**src/rtl/fp_stream_converter.sv**
```systemverilog
// Converts a beat of LENGTH floating-point lanes between formats. Latency is 2 cycles.
// A full output register with out_ready low stalls the pipeline, and in_ready falls.
module fp_stream_converter #(
    parameter int LENGTH   = 4,
    parameter int IN_EXP   = 8,
    parameter int IN_MANT  = 23,
    parameter int OUT_EXP  = 5,
    parameter int OUT_MANT = 10
) (
    input  logic                                   clk,
    input  logic                                   reset,
    input  logic                                   in_valid,
    output logic                                   in_ready,
    input  logic [LENGTH*(1+IN_EXP+IN_MANT)-1:0]   data_in,
    output logic                                   out_valid,
    input  logic                                   out_ready,
    output logic [LENGTH*(1+OUT_EXP+OUT_MANT)-1:0] data_out,
    output logic [2:0]                             flags_out,
    input  logic                                   flags_clear,
    input  logic                                   debugen_in
);

    localparam int IW = 1 + IN_EXP + IN_MANT;
    localparam int OW = 1 + OUT_EXP + OUT_MANT;
    localparam int EW = ((IN_EXP > OUT_EXP) ? IN_EXP : OUT_EXP) + 2;
    localparam int BD = ((1 << (OUT_EXP - 1)) - 1) - ((1 << (IN_EXP - 1)) - 1);
    localparam logic signed [EW-1:0] BIAS_DELTA = EW'(BD);
    localparam logic signed [EW-1:0] EXP_MAX    = EW'((1 << OUT_EXP) - 1);
    localparam logic signed [EW-1:0] EXP_ZERO   = '0;
    localparam logic [OUT_MANT-1:0]  QNAN_M     = OUT_MANT'(64'd1 << (OUT_MANT - 1));

    typedef enum logic [1:0] {CLS_NORM, CLS_ZERO, CLS_INF, CLS_NAN} cls_t;

    // Per-lane state carried from S1 to S2: rounded exponent/mantissa plus
    // the input class and the flags that are already known from the input alone.
    typedef struct packed {
        logic                   sign;
        cls_t                   cls;
        logic signed [EW-1:0]   exp;
        logic [OUT_MANT-1:0]    mant;
        logic                   inv;
        logic                   uf;
    } lane_t;

    localparam int LW = $bits(lane_t);

    logic                   s1_valid;
    logic [LENGTH*LW-1:0]   s1_d;
    logic [LENGTH*LW-1:0]   s1_q;
    logic [LENGTH*IW-1:0]   s1_din;
    logic [LENGTH*IW-1:0]   s2_din;
    logic [LENGTH*OW-1:0]   s2_d;
    logic [LENGTH-1:0]      inv_v;
    logic [LENGTH-1:0]      ov_v;
    logic [LENGTH-1:0]      uf_v;
    logic                   s2_adv;
    logic [2:0]             flag_set;

    assign s2_adv   = !out_valid || out_ready;
    assign in_ready = !reset && (!s1_valid || s2_adv);
    assign flag_set = {|inv_v, |ov_v, |uf_v};

    for (genvar g = 0; g < LENGTH; g++) begin : g_front
        logic [IW-1:0]          lane_in;
        logic [IN_EXP-1:0]      e_in;
        logic [IN_MANT-1:0]     m_in;
        logic signed [EW-1:0]   e_reb;
        logic [OUT_MANT-1:0]    m_rnd;
        logic                   carry;
        lane_t                  fe;

        assign lane_in = data_in[g*IW +: IW];
        assign e_in    = lane_in[IN_MANT +: IN_EXP];
        assign m_in    = lane_in[IN_MANT-1:0];
        assign e_reb   = $signed({{(EW-IN_EXP){1'b0}}, e_in}) + BIAS_DELTA;

        if (OUT_MANT >= IN_MANT) begin : g_widen
            assign m_rnd = OUT_MANT'(m_in) << (OUT_MANT - IN_MANT);
            assign carry = 1'b0;
        end else begin : g_round
            localparam int D = IN_MANT - OUT_MANT;
            logic [IN_MANT+1:0] mx;
            logic [OUT_MANT:0]  sum;
            logic               lsb, guard, rbit, sticky;

            // Two zero LSBs keep the round/sticky selects in range when D is 1.
            assign mx     = {m_in, 2'b00};
            assign lsb    = mx[D+2];
            assign guard  = mx[D+1];
            assign rbit   = mx[D];
            assign sticky = |mx[D-1:0];
            assign sum    = {1'b0, mx[IN_MANT+1 -: OUT_MANT]}
                          + {{OUT_MANT{1'b0}}, guard & (rbit | sticky | lsb)};
            assign m_rnd  = sum[OUT_MANT-1:0];
            assign carry  = sum[OUT_MANT];
        end

        always_comb begin
            fe      = '0;
            fe.sign = lane_in[IW-1];
            fe.exp  = e_reb + $signed({{(EW-1){1'b0}}, carry});
            fe.mant = m_rnd;
            if (e_in == '1) begin
                fe.cls = (m_in == '0) ? CLS_INF : CLS_NAN;
                fe.inv = (m_in != '0) && !m_in[IN_MANT-1];
            end else if (e_in == '0) begin
                fe.cls = CLS_ZERO;
                fe.uf  = (m_in != '0);
            end else begin
                fe.cls = CLS_NORM;
            end
        end

        assign s1_d[g*LW +: LW] = fe;
    end

    for (genvar g = 0; g < LENGTH; g++) begin : g_back
        lane_t                  q;
        logic signed [EW-1:0]   e;
        logic [OW-1:0]          o;
        logic                   fi, fo, fu;

        assign q = s1_q[g*LW +: LW];
        assign e = q.exp;

        always_comb begin
            o  = '0;
            fi = q.inv;
            fo = 1'b0;
            fu = q.uf;
            case (q.cls)
                CLS_NAN:  o = {q.sign, {OUT_EXP{1'b1}}, QNAN_M};
                CLS_INF:  o = {q.sign, {OUT_EXP{1'b1}}, {OUT_MANT{1'b0}}};
                CLS_ZERO: o = {q.sign, {(OW-1){1'b0}}};
                default: begin
                    if (e >= EXP_MAX) begin
                        o  = {q.sign, {OUT_EXP{1'b1}}, {OUT_MANT{1'b0}}};
                        fo = 1'b1;
                    end else if (e <= EXP_ZERO) begin
                        o  = {q.sign, {(OW-1){1'b0}}};
                        fu = 1'b1;
                    end else begin
                        o  = {q.sign, e[OUT_EXP-1:0], q.mant};
                    end
                end
            endcase
        end

        assign s2_d[g*OW +: OW] = o;
        assign inv_v[g]         = fi;
        assign ov_v[g]          = fo;
        assign uf_v[g]          = fu;
    end

    always_ff @(posedge clk) begin
        if (reset) begin
            s1_valid  <= 1'b0;
            s1_q      <= '0;
            s1_din    <= '0;
            out_valid <= 1'b0;
            data_out  <= '0;
            s2_din    <= '0;
            flags_out <= 3'b000;
        end else begin
            if (in_ready) begin
                s1_valid <= in_valid;
                if (in_valid) begin
                    s1_q   <= s1_d;
                    s1_din <= data_in;
                end
            end
            if (s2_adv) begin
                out_valid <= s1_valid;
                if (s1_valid) begin
                    data_out <= s2_d;
                    s2_din   <= s1_din;
                end
            end
            // A flag raised by the beat entering data_out beats a simultaneous clear.
            flags_out <= (flags_clear ? 3'b000 : flags_out)
                       | ((s2_adv && s1_valid) ? flag_set : 3'b000);
        end
    end

`ifndef SYNTHESIS
    always @(posedge clk) begin
        if (!reset && debugen_in && out_valid && out_ready)
            $write("fp_stream_converter: in=%h out=%h\n", s2_din, data_out);
    end
`endif

endmodule

```
**config.mk**
```make
export PLATFORM = sky130hd
export DESIGN_NAME = fp_stream_converter
export DESIGN_NICKNAME = d
export VERILOG_FILES = /design/src/rtl/fp_stream_converter.sv
export SDC_FILE = /design/constraint.sdc
export NUM_CORES = 1
export LEC_CHECK = 0
export BUFFER_PORTS_ARGS = -buffer_cell sky130_fd_sc_hd__clkbuf_2
export CAP_MARGIN = 10
export CORE_MARGIN = 2
export CORE_UTILIZATION = 53
export CTS_CLUSTER_DIAMETER = 100
export CTS_CLUSTER_SIZE = 40
export DETAILED_ROUTE_END_ITERATION = 16
export MAX_ROUTING_LAYER = met4
export PLACE_DENSITY_LB_ADDON = 0.05
export SETUP_SLACK_MARGIN = 0.15
export SLEW_MARGIN = 20
export SYNTH_ARGS = -nofsm -noshare
export SYNTH_HDL_FRONTEND = slang
export SYNTH_SLANG_ARGS = --single-unit
```
**constraint.sdc**
```tcl
create_clock -name clk -period 5.5 [get_ports clk]
set_input_delay 0.275 -clock clk [delete_from_list [all_inputs] [get_ports clk]]
set_output_delay 0.275 -clock clk [all_outputs]
set_load 0.05 [all_outputs]
```
==> results.sh, run 1 <==
export IMPL_post_route_period_util=0.4595
export IMPL_final_cell_mix="clkbuf_2, dfxtp_1, nor2_1"
export IMPL_place_congestion=0.8241
export IMPL_grtUsageTotal=0.2518
export IMPL_path_class="register to register"
export IMPL_seq_area_frac_synth=0.4338
export IMPL_multiInputGateArea_um2=4210
export IMPL_start_util=0.5386
export IMPL_synthDistinctLibCells=48
export IMPL_clock_latency_ps=420
export IMPL_postRouteAntennaNets=0
export IMPL_slew_viol_final=0
export IMPL_synth_top_area_frac=0.4338
export IMPL_post_cts_setup_buffer_count=0
export IMPL_hpwl_um=13220
export IMPL_row_count=44
export IMPL_rsz0062_at_grt="no"
export IMPL_finalWirelength_um=19310
export IMPL_use_met3=0.04536
export IMPL_period_needed_ps=2527
export IMPL_crit_fanout=78
export IMPL_required_ps=5850
export IMPL_ys_ff_latch=169
export IMPL_endpoint_kind="register"
export IMPL_synth_net_count=1070
export IMPL_busiest_layer="met2"
export IMPL_die_x_um=125.3
export IMPL_numClockSinks=169
export IMPL_max_freq_mhz=395.7
export IMPL_fp_dieH_um=125.3
export IMPL_grt_first_pass_wirelength_um=31850
export IMPL_ir_worst_vdd_v=0.0002262
export IMPL_worst_pin_slew_ps=1023
export IMPL_leakagePower_nw=3.898
export IMPL_place_inst=1263
export IMPL_drc_errors=0
export IMPL_grt_pass1_vias=6673
export IMPL_ys_warn_count=0
export IMPL_arrival_ps=2870
export IMPL_cts_root_buf="clkbuf_16"
export IMPL_h_tree_depth=4
export IMPL_place_ws_ps=2621
export IMPL_die_area_um2=15700
export IMPL_vias=7253
export IMPL_grtUsageMet1=0.3352
export IMPL_syn_inst=924
export IMPL_async_flop_share=0
export IMPL_synth_top_cell_by_area="dfxtp_1"
export IMPL_fin_setup_tns_ps=0
export IMPL_firstDrtPassIters=5
export IMPL_avgSynthCellArea_um2=8.440
export IMPL_fp_coreArea_um2=14480
export IMPL_synth_area_leaders="dfxtp_1, nand3b_1, nor2_1"
export IMPL_fillers=1293
export IMPL_syn_area_um2=7799
export IMPL_overflow=0
export IMPL_drt_wirelength_per_cell_um=14.93
export IMPL_hold_path_class="input port to register"
export IMPL_finalClockSkew_ps=6.871
export IMPL_antennaDiodeCount=0
export IMPL_regArea_um2=3383
export IMPL_layout_drive_gt1_share=0.2200
export IMPL_status="finished, final reports clean"
export IMPL_final_common_cell="clkbuf_2"
export IMPL_syn_to_final_growth_pct=21.92
export IMPL_drtIter0Drc=442
export IMPL_antenna_found_initial=0
export IMPL_synth_edff_count=0
export IMPL_hold_slack_ps=29.35
export IMPL_finalSetupViolCount=0
export IMPL_drv_cap=0
export IMPL_layout_nets=1244
export IMPL_final_hold_viol_count=0
export IMPL_portBuffers=201
export IMPL_worstSetupStartpointType="register"
export IMPL_ctsHoldBuffers=0
export IMPL_max_slew_margin=0.3006
export IMPL_cts_path_max_buffers=2
export IMPL_grtUsageMet2=0.3897
export IMPL_synthFlopType="dfxtp_1"
export IMPL_instances_no_fill=1293
export IMPL_cts_buffers=17
export IMPL_worst_slack_ps=2973
export IMPL_grt_max_degree=94
export IMPL_cts_resized=0
export IMPL_tritoncts="done"
export IMPL_path_clk_slew_ps=60
export IMPL_ioPinCount=203
export IMPL_p_per_area_nw_per_um2=316.5
export IMPL_vias_per_cell=5.609
area by class of cell:
class | instances | share of cell area
repair buffers | 206 | 0.1100
inverters | 6 | 0.002369
multi-input cells | 698 | 0.4428
clock inverters | 12 | 0.01856
flip-flops and latches | 169 | 0.3558
clock buffers | 18 | 0.04619
well taps | 184 | 0.02421
worst max-delay path, stage by stage, from the launching register on:
cell and delay, ps:
dfxtp_1 330, and3b_1 230, or3b_4 690, buf_4 450, or4b_1 560, a21oi_1 150
sequential cells by signal, summed over array words and instances (netlist names):
register   flops
s1_valid       1
data_out      64
out_valid      1
s1_q         100
flags_out      3
power by group:
part / leakage, nW / switching, mW / total [mW] / internal (mW)
registers: 1.38 / 0.0438 / 1.34 / 1.29
logic: 2.22 / 0.274 / 0.422 / 0.148
clock network: 0.298 / 0.486 / 1.25 / 0.766
total: 3.90 / 0.803 / 3.01 / 2.21
Yosys cell counts (all sizes together), types with 2 or more instances:
master / instances
a22oi: 27
nor3: 18
nand3b: 67
o221ai: 2
or4: 7
nor2: 107
o211ai: 3
a311oi: 4
nor3b: 9
nor4b: 2
a21oi: 38
inv: 6
nor4: 35
or3: 2
a2bb2oi: 3
clkbuf: 45
nand3: 51
a2111oi: 4
a211oi: 38
buf: 6
or2: 2
and2: 5
a21o: 3
nand2b: 9
nand2: 93
o41ai: 2
xor2: 32
ha: 12
xnor2: 24
a221oi: 4
o31ai: 6
nand4: 3
and3: 27
o21ai: 51
dfxtp: 169
layer usage:
layer	share of wire	vias to the layer above
li1	-	3708
met1	0.47	3348
met5	0	-
met4	0.016	0
met3	0.045	26
met2	0.47	171
worst paths after layout:
path	start	to	slack (ps)	cells past startpoint
setup / recovery	s1_valid	s1_q[51]	2970	5
hold / removal	data_in[127]	s1_q[99]	30	3
setup reg to reg	s1_valid	s1_q[51]	2970	5
hold reg to reg	s1_q[1]	s1_q[1]	450	2
kinds of logic after synthesis:
family          count (synthesis)  share of synthesized area
compound gates                189                     0.1571
flops                         169                     0.4338
fa+ha+maj                      12                    0.01925
xor+xnor                       56                    0.06289
buf+inv                        57                    0.02759
simple gates                  440                     0.2981
mux                             1                   0.001284
metrics by stage:
step	area, um2	util	power [mW]
2_1_floorplan	7799	-	1.632
3_3_place_gp	8892	0.6142	1.778
3_5_place_dp	8892	0.6142	1.783
4_1_cts	9508	0.6567	3.030
5_1_grt	9508	0.6567	3.135
6_report	9508	0.6567	3.009
Power figures use the tool's default switching activity.
==> run 2: changes to the inputs <==
--- a/config.mk
+++ b/config.mk
@@ -8,7 +8,7 @@
 export BUFFER_PORTS_ARGS = -buffer_cell sky130_fd_sc_hd__clkbuf_2
 export CAP_MARGIN = 10
 export CORE_MARGIN = 2
-export CORE_UTILIZATION = 53
+export CORE_UTILIZATION = 48
 export CTS_CLUSTER_DIAMETER = 100
 export CTS_CLUSTER_SIZE = 40
 export DETAILED_ROUTE_END_ITERATION = 16
==> constraint.sdc (replaced) <==
create_clock -name clk -period 2.2 [get_ports clk]
set_input_delay 0.11 -clock clk [delete_from_list [all_inputs] [get_ports clk]]
set_output_delay 0.11 -clock clk [all_outputs]
set_load 0.05 [all_outputs]
==> results.sh, run 2 (synthesis results as in run 1) <==
export IMPL_status="finished, final reports clean"
export IMPL_grtUsageTotal=0.2406
export IMPL_place_ws_ps=-10.80
export IMPL_path_clk_slew_ps=70
export IMPL_antenna_found_initial=0
export IMPL_crit_fanout=5
export IMPL_drc_errors=0
export IMPL_firstDrtPassIters=5
export IMPL_hpwl_um=14080
export IMPL_fp_coreArea_um2=15890
export IMPL_cts_buffers=17
export IMPL_top_layer_used="met4"
export IMPL_postRouteAntennaNets=0
export IMPL_fp_dieH_um=131.5
export IMPL_reg_top3="s1_q x100, data_out x64, flags_out x3"
export IMPL_vias=7404
export IMPL_overflow=0
export IMPL_h_tree_depth=4
export IMPL_drt_wirelength_per_cell_um=14.79
export IMPL_final_cell_mix="clkbuf_2, dfxtp_1, nor2_1"
export IMPL_antennaDiodeCount=0
export IMPL_required_ps=2540
export IMPL_grt_max_degree=172
export IMPL_met1Wirelength_um=9570
export IMPL_max_slew_margin=0.5288
export IMPL_die_area_um2=17280
export IMPL_stdcell_area_um2=9869
export IMPL_post_route_period_util=0.8997
export IMPL_portBuffers=201
export IMPL_place_congestion=0.7976
export IMPL_utilization=0.6213
export IMPL_layout_drive_gt1_share=0.2411
export IMPL_start_util=0.4909
export IMPL_clock_latency_ps=430
export IMPL_wl_met2_um=9523
export IMPL_vias_per_cell=5.424
export IMPL_drv_cap=0
export IMPL_slew_viol_final=0
export IMPL_worst_pin_slew_ps=706.8
export IMPL_max_freq_mhz=505.2
export IMPL_worstSetupStartpointType="register"
export IMPL_grt_pass1_vias=6911
export IMPL_final_hold_viol_count=0
export IMPL_die_x_um=131.5
export IMPL_tritoncts="done"
export IMPL_finalClockSkew_ps=11.44
export IMPL_ioPinCount=203
export IMPL_path_class="register to register"
export IMPL_p_total_mw=7.261
export IMPL_hold_path_class="input port to register"
export IMPL_fillers=1473
export IMPL_largest_reg_flops=100
export IMPL_ir_worst_vdd_v=0.0005157
export IMPL_row_count=46
export IMPL_arrival_ps=2320
export IMPL_fin_setup_tns_ps=0
export IMPL_cts_path_max_buffers=2
export IMPL_syn_to_final_growth_pct=26.55
export IMPL_grt_first_pass_wirelength_um=33660
export IMPL_period_needed_ps=1979
export IMPL_cts_root_buf="clkbuf_16"
export IMPL_post_cts_setup_buffer_count=0
export IMPL_finalWirelength_um=20190
export IMPL_largest_register="s1_q"
export IMPL_final_common_cell="clkbuf_2"
export IMPL_leakagePower_nw=4.061
export IMPL_worst_slack_ps=220.6
export IMPL_layout_nets=1282
export IMPL_numClockSinks=169
export IMPL_p_per_area_nw_per_um2=735.7
export IMPL_rsz0062_at_grt="yes"
export IMPL_drtIter0Drc=415
export IMPL_placed_area_um2=9178
export IMPL_finalSetupViolCount=0
export IMPL_wl_met3_um=969
export IMPL_endpoint_kind="register"
-- run 2: worst paths after layout --
check,from,end,slack (ps),cells after the start
max reg2reg,s1_q[87],flags_out[1],220,6
max,s1_q[87],flags_out[1],220,6
min,data_in[21],s1_q[10],10,3
min reg2reg,data_out[6],data_out[6],450,2
-- run 2: layout make-up --
cell class | count | area [um2] | share of cell area
multi-input cells | 698 | 4238 | 0.4294
flip-flops and latches | 169 | 3383 | 0.3428
repair buffers | 244 | 1411 | 0.1430
clock buffers | 18 | 429.2 | 0.04348
well taps | 216 | 270.3 | 0.02738
clock inverters | 14 | 115.1 | 0.01166
inverters | 6 | 22.52 | 0.002282
-- run 2: report_power, final --
part	internal (mW)	total, mW	switching, mW
Clock	1.47	2.76	1.30
Sequential	3.23	3.34	0.113
Combinational	0.444	1.15	0.711
Total	5.14	7.26	2.12
-- run 2: metrics by stage --
stage / std cells / hold WS (ps)
floorplan: 924 / 209.0
global placement: 1321 / 297.4
detailed placement: 1321 / 301.1
CTS: 1365 / 0.4177
global route: 1365 / 22.78
finish: 1365 / 12.21
-- run 2: critical path, cell delays in order, from the launching register on --
cell	delay, ps
dfxtp_1	400
and3_1	170
nand3_1	170
a2111oi_0	670
buf_4	240
a2111oi_2	50
o31ai_1	200
-- run 2: per-layer routing --
layer  track usage  vias up
li1              -     3779
met1        0.3188     3435
met2        0.3793      178
met3       0.05285       12
met4       0.05254        0
met5             -        -
-- run 2: what timing repair did --
action                                  4_1_cts  5_1_grt
hold buffers                                 12        0
endpoints found under the setup margin        0       14
endpoints found under the hold margin        13        0
gates resized for setup                       0        9
==> run 3: changes to the inputs <==
--- a/config.mk
+++ b/config.mk
@@ -6,9 +6,8 @@
 export NUM_CORES = 1
 export LEC_CHECK = 0
 export BUFFER_PORTS_ARGS = -buffer_cell sky130_fd_sc_hd__clkbuf_2
-export CAP_MARGIN = 10
 export CORE_MARGIN = 2
-export CORE_UTILIZATION = 48
+export CORE_UTILIZATION = 40
 export CTS_CLUSTER_DIAMETER = 100
 export CTS_CLUSTER_SIZE = 40
 export DETAILED_ROUTE_END_ITERATION = 16
==> results.sh, run 3 (synthesis results as in run 1) <==
export IMPL_status="finished, final reports clean"
export IMPL_utilization=0.5182
export IMPL_place_congestion=0.8115
export IMPL_cp_slowest_cell="or4b_1"
export IMPL_layout_nets=1283
export IMPL_max_slew_margin=0.5343
export IMPL_tritoncts="done"
export IMPL_cts_path_max_buffers=2
export IMPL_hold_path_class="input port to register"
export IMPL_cts_root_buf="clkbuf_16"
export IMPL_reg2reg_depth=4
export IMPL_r2r_slack_ps=290
export IMPL_layout_drive_gt1_share=0.2417
export IMPL_start_util=0.4047
export IMPL_vias=7334
export IMPL_period_needed_ps=1908
export IMPL_reg_top3="s1_q x100, data_out x64, flags_out x3"
export IMPL_ioPinCount=203
export IMPL_clock_latency_ps=420
export IMPL_row_count=51
export IMPL_final_hold_viol_count=0
export IMPL_finalSetupViolCount=0
export IMPL_p_per_area_nw_per_um2=759.8
export IMPL_drv_cap=0
export IMPL_required_ps=2550
export IMPL_hpwl_um=14880
export IMPL_reg2reg_to="s1_q[51]"
export IMPL_cts_buffers=17
export IMPL_numClockSinks=169
export IMPL_overflow=0
export IMPL_grt_first_pass_wirelength_um=33970
export IMPL_portBuffers=201
export IMPL_vias_per_cell=5.183
export IMPL_cp_slowest_stage_delay_ps=590
export IMPL_firstDrtPassIters=4
export IMPL_drt_wirelength_per_cell_um=14.88
export IMPL_antennaDiodeCount=0
export IMPL_leakagePower_nw=4.100
export IMPL_h_tree_depth=4
export IMPL_crit_fanout=22
export IMPL_rsz0062_at_grt="yes"
export IMPL_path_class="register to register"
export IMPL_hold_depth=3
export IMPL_worst_slack_ps=292.5
export IMPL_die_x_um=143.6
export IMPL_hold_slack_ps=21.28
export IMPL_post_route_period_util=0.8671
export IMPL_whs_endpoint="s1_q[85]"
export IMPL_finalClockSkew_ps=7.744
export IMPL_fin_setup_tns_ps=0
export IMPL_grtUsageTotal=0.2113
export IMPL_place_ws_ps=44.39
export IMPL_largest_register="s1_q"
export IMPL_r2r_start="s1_valid"
export IMPL_max_freq_mhz=524.2
export IMPL_post_cts_setup_buffer_count=0
export IMPL_postRouteAntennaNets=0
export IMPL_endpoint_kind="register"
export IMPL_die_area_um2=20630
export IMPL_finalWirelength_um=21060
export IMPL_slew_viol_final=0
export IMPL_final_cell_mix="clkbuf_2, dfxtp_1, nor2_1"
export IMPL_final_common_cell="clkbuf_2"
export IMPL_path_cells="and3b_1 -> or3b_4 -> or4b_1 -> a21oi_1"
export IMPL_min_from="data_in[117]"
export IMPL_arrival_ps=2260
export IMPL_drc_errors=0
export IMPL_grt_max_degree=172
export IMPL_largest_reg_flops=100
export IMPL_grt_pass1_vias=6719
export IMPL_worst_pin_slew_ps=698.6
export IMPL_drtIter0Drc=337
export IMPL_syn_to_final_growth_pct=28.06
export IMPL_antenna_found_initial=0
export IMPL_ir_worst_vdd_v=0.0005303
export IMPL_worstSetupStartpointType="register"
export IMPL_fp_dieH_um=143.6
export IMPL_path_clk_slew_ps=70
export IMPL_fp_coreArea_um2=19270
[run 3: routing by layer]
metal / global-route usage / vias to the layer above / wire, um
met5: - / - / 0
met4: 0.04180 / 0 / 136
met3: 0.04299 / 11 / 1114
met2: 0.3211 / 164 / 9495
met1: 0.2933 / 3379 / 10310
li1: - / 3780 / -
[run 3: worst max path at each step]
| stage | from | endpoint | slack, ps |
|---|---|---|---|
| after floorplan | out_valid | s1_q[1] | 180 |
| after global placement | data_in[109] | s1_q[93] | 90 |
| after detailed placement | data_in[13] | s1_q[18] | 40 |
| after CTS | s1_q[68] | data_out[46] | 190 |
| after global routing | s1_q[13] | flags_out[1] | 150 |
| final | s1_valid | s1_q[51] | 290 |
[run 3: area by class of cell]
| class | instances | area, um2 |
|---|---|---|
| Fill cell | 1944 | 9284 |
| Multi-Input combinational cell | 698 | 4222 |
| Sequential cell | 169 | 3383 |
| Timing Repair Buffer | 245 | 1418 |
| Clock buffer | 18 | 439.2 |
| Tap cell | 265 | 331.6 |
| Clock inverter | 14 | 171.4 |
| Inverter | 6 | 22.52 |
[run 3: power breakdown]
part / switching (mW) / leakage (nW) / internal (mW)
Clock: 1.27 / 0.293 / 1.83
Combinational: 0.711 / 2.42 / 0.440
Sequential: 0.109 / 1.38 / 3.23
Total: 2.09 / 4.10 / 5.49
[run 3: metrics by stage]
step	power, mW	cell area [um2]	cells
2_1_floorplan	4.080	7799	924
3_3_place_gp	4.535	9263	1373
3_5_place_dp	4.538	9263	1373
4_1_cts	7.669	9973	1415
5_1_grt	7.955	9987	1415
6_report	7.588	9987	1415
[run 3: what timing repair did]
| item | 4_1_cts | 5_1_grt |
|---|---|---|
| setup endpoints to repair | 0 | 24 |
| hold buffers | 10 | 0 |
| resized for setup | 0 | 7 |
| endpoints found under the hold margin | 11 | 0 |
[run 3: worst max-delay path, delay by kind of cell (launching register included)]
family / cells / cell delay [ps]
DFF: 1 / 330
and+or+nand+nor: 3 / 1350
AOI/OAI and AO/OA: 1 / 160
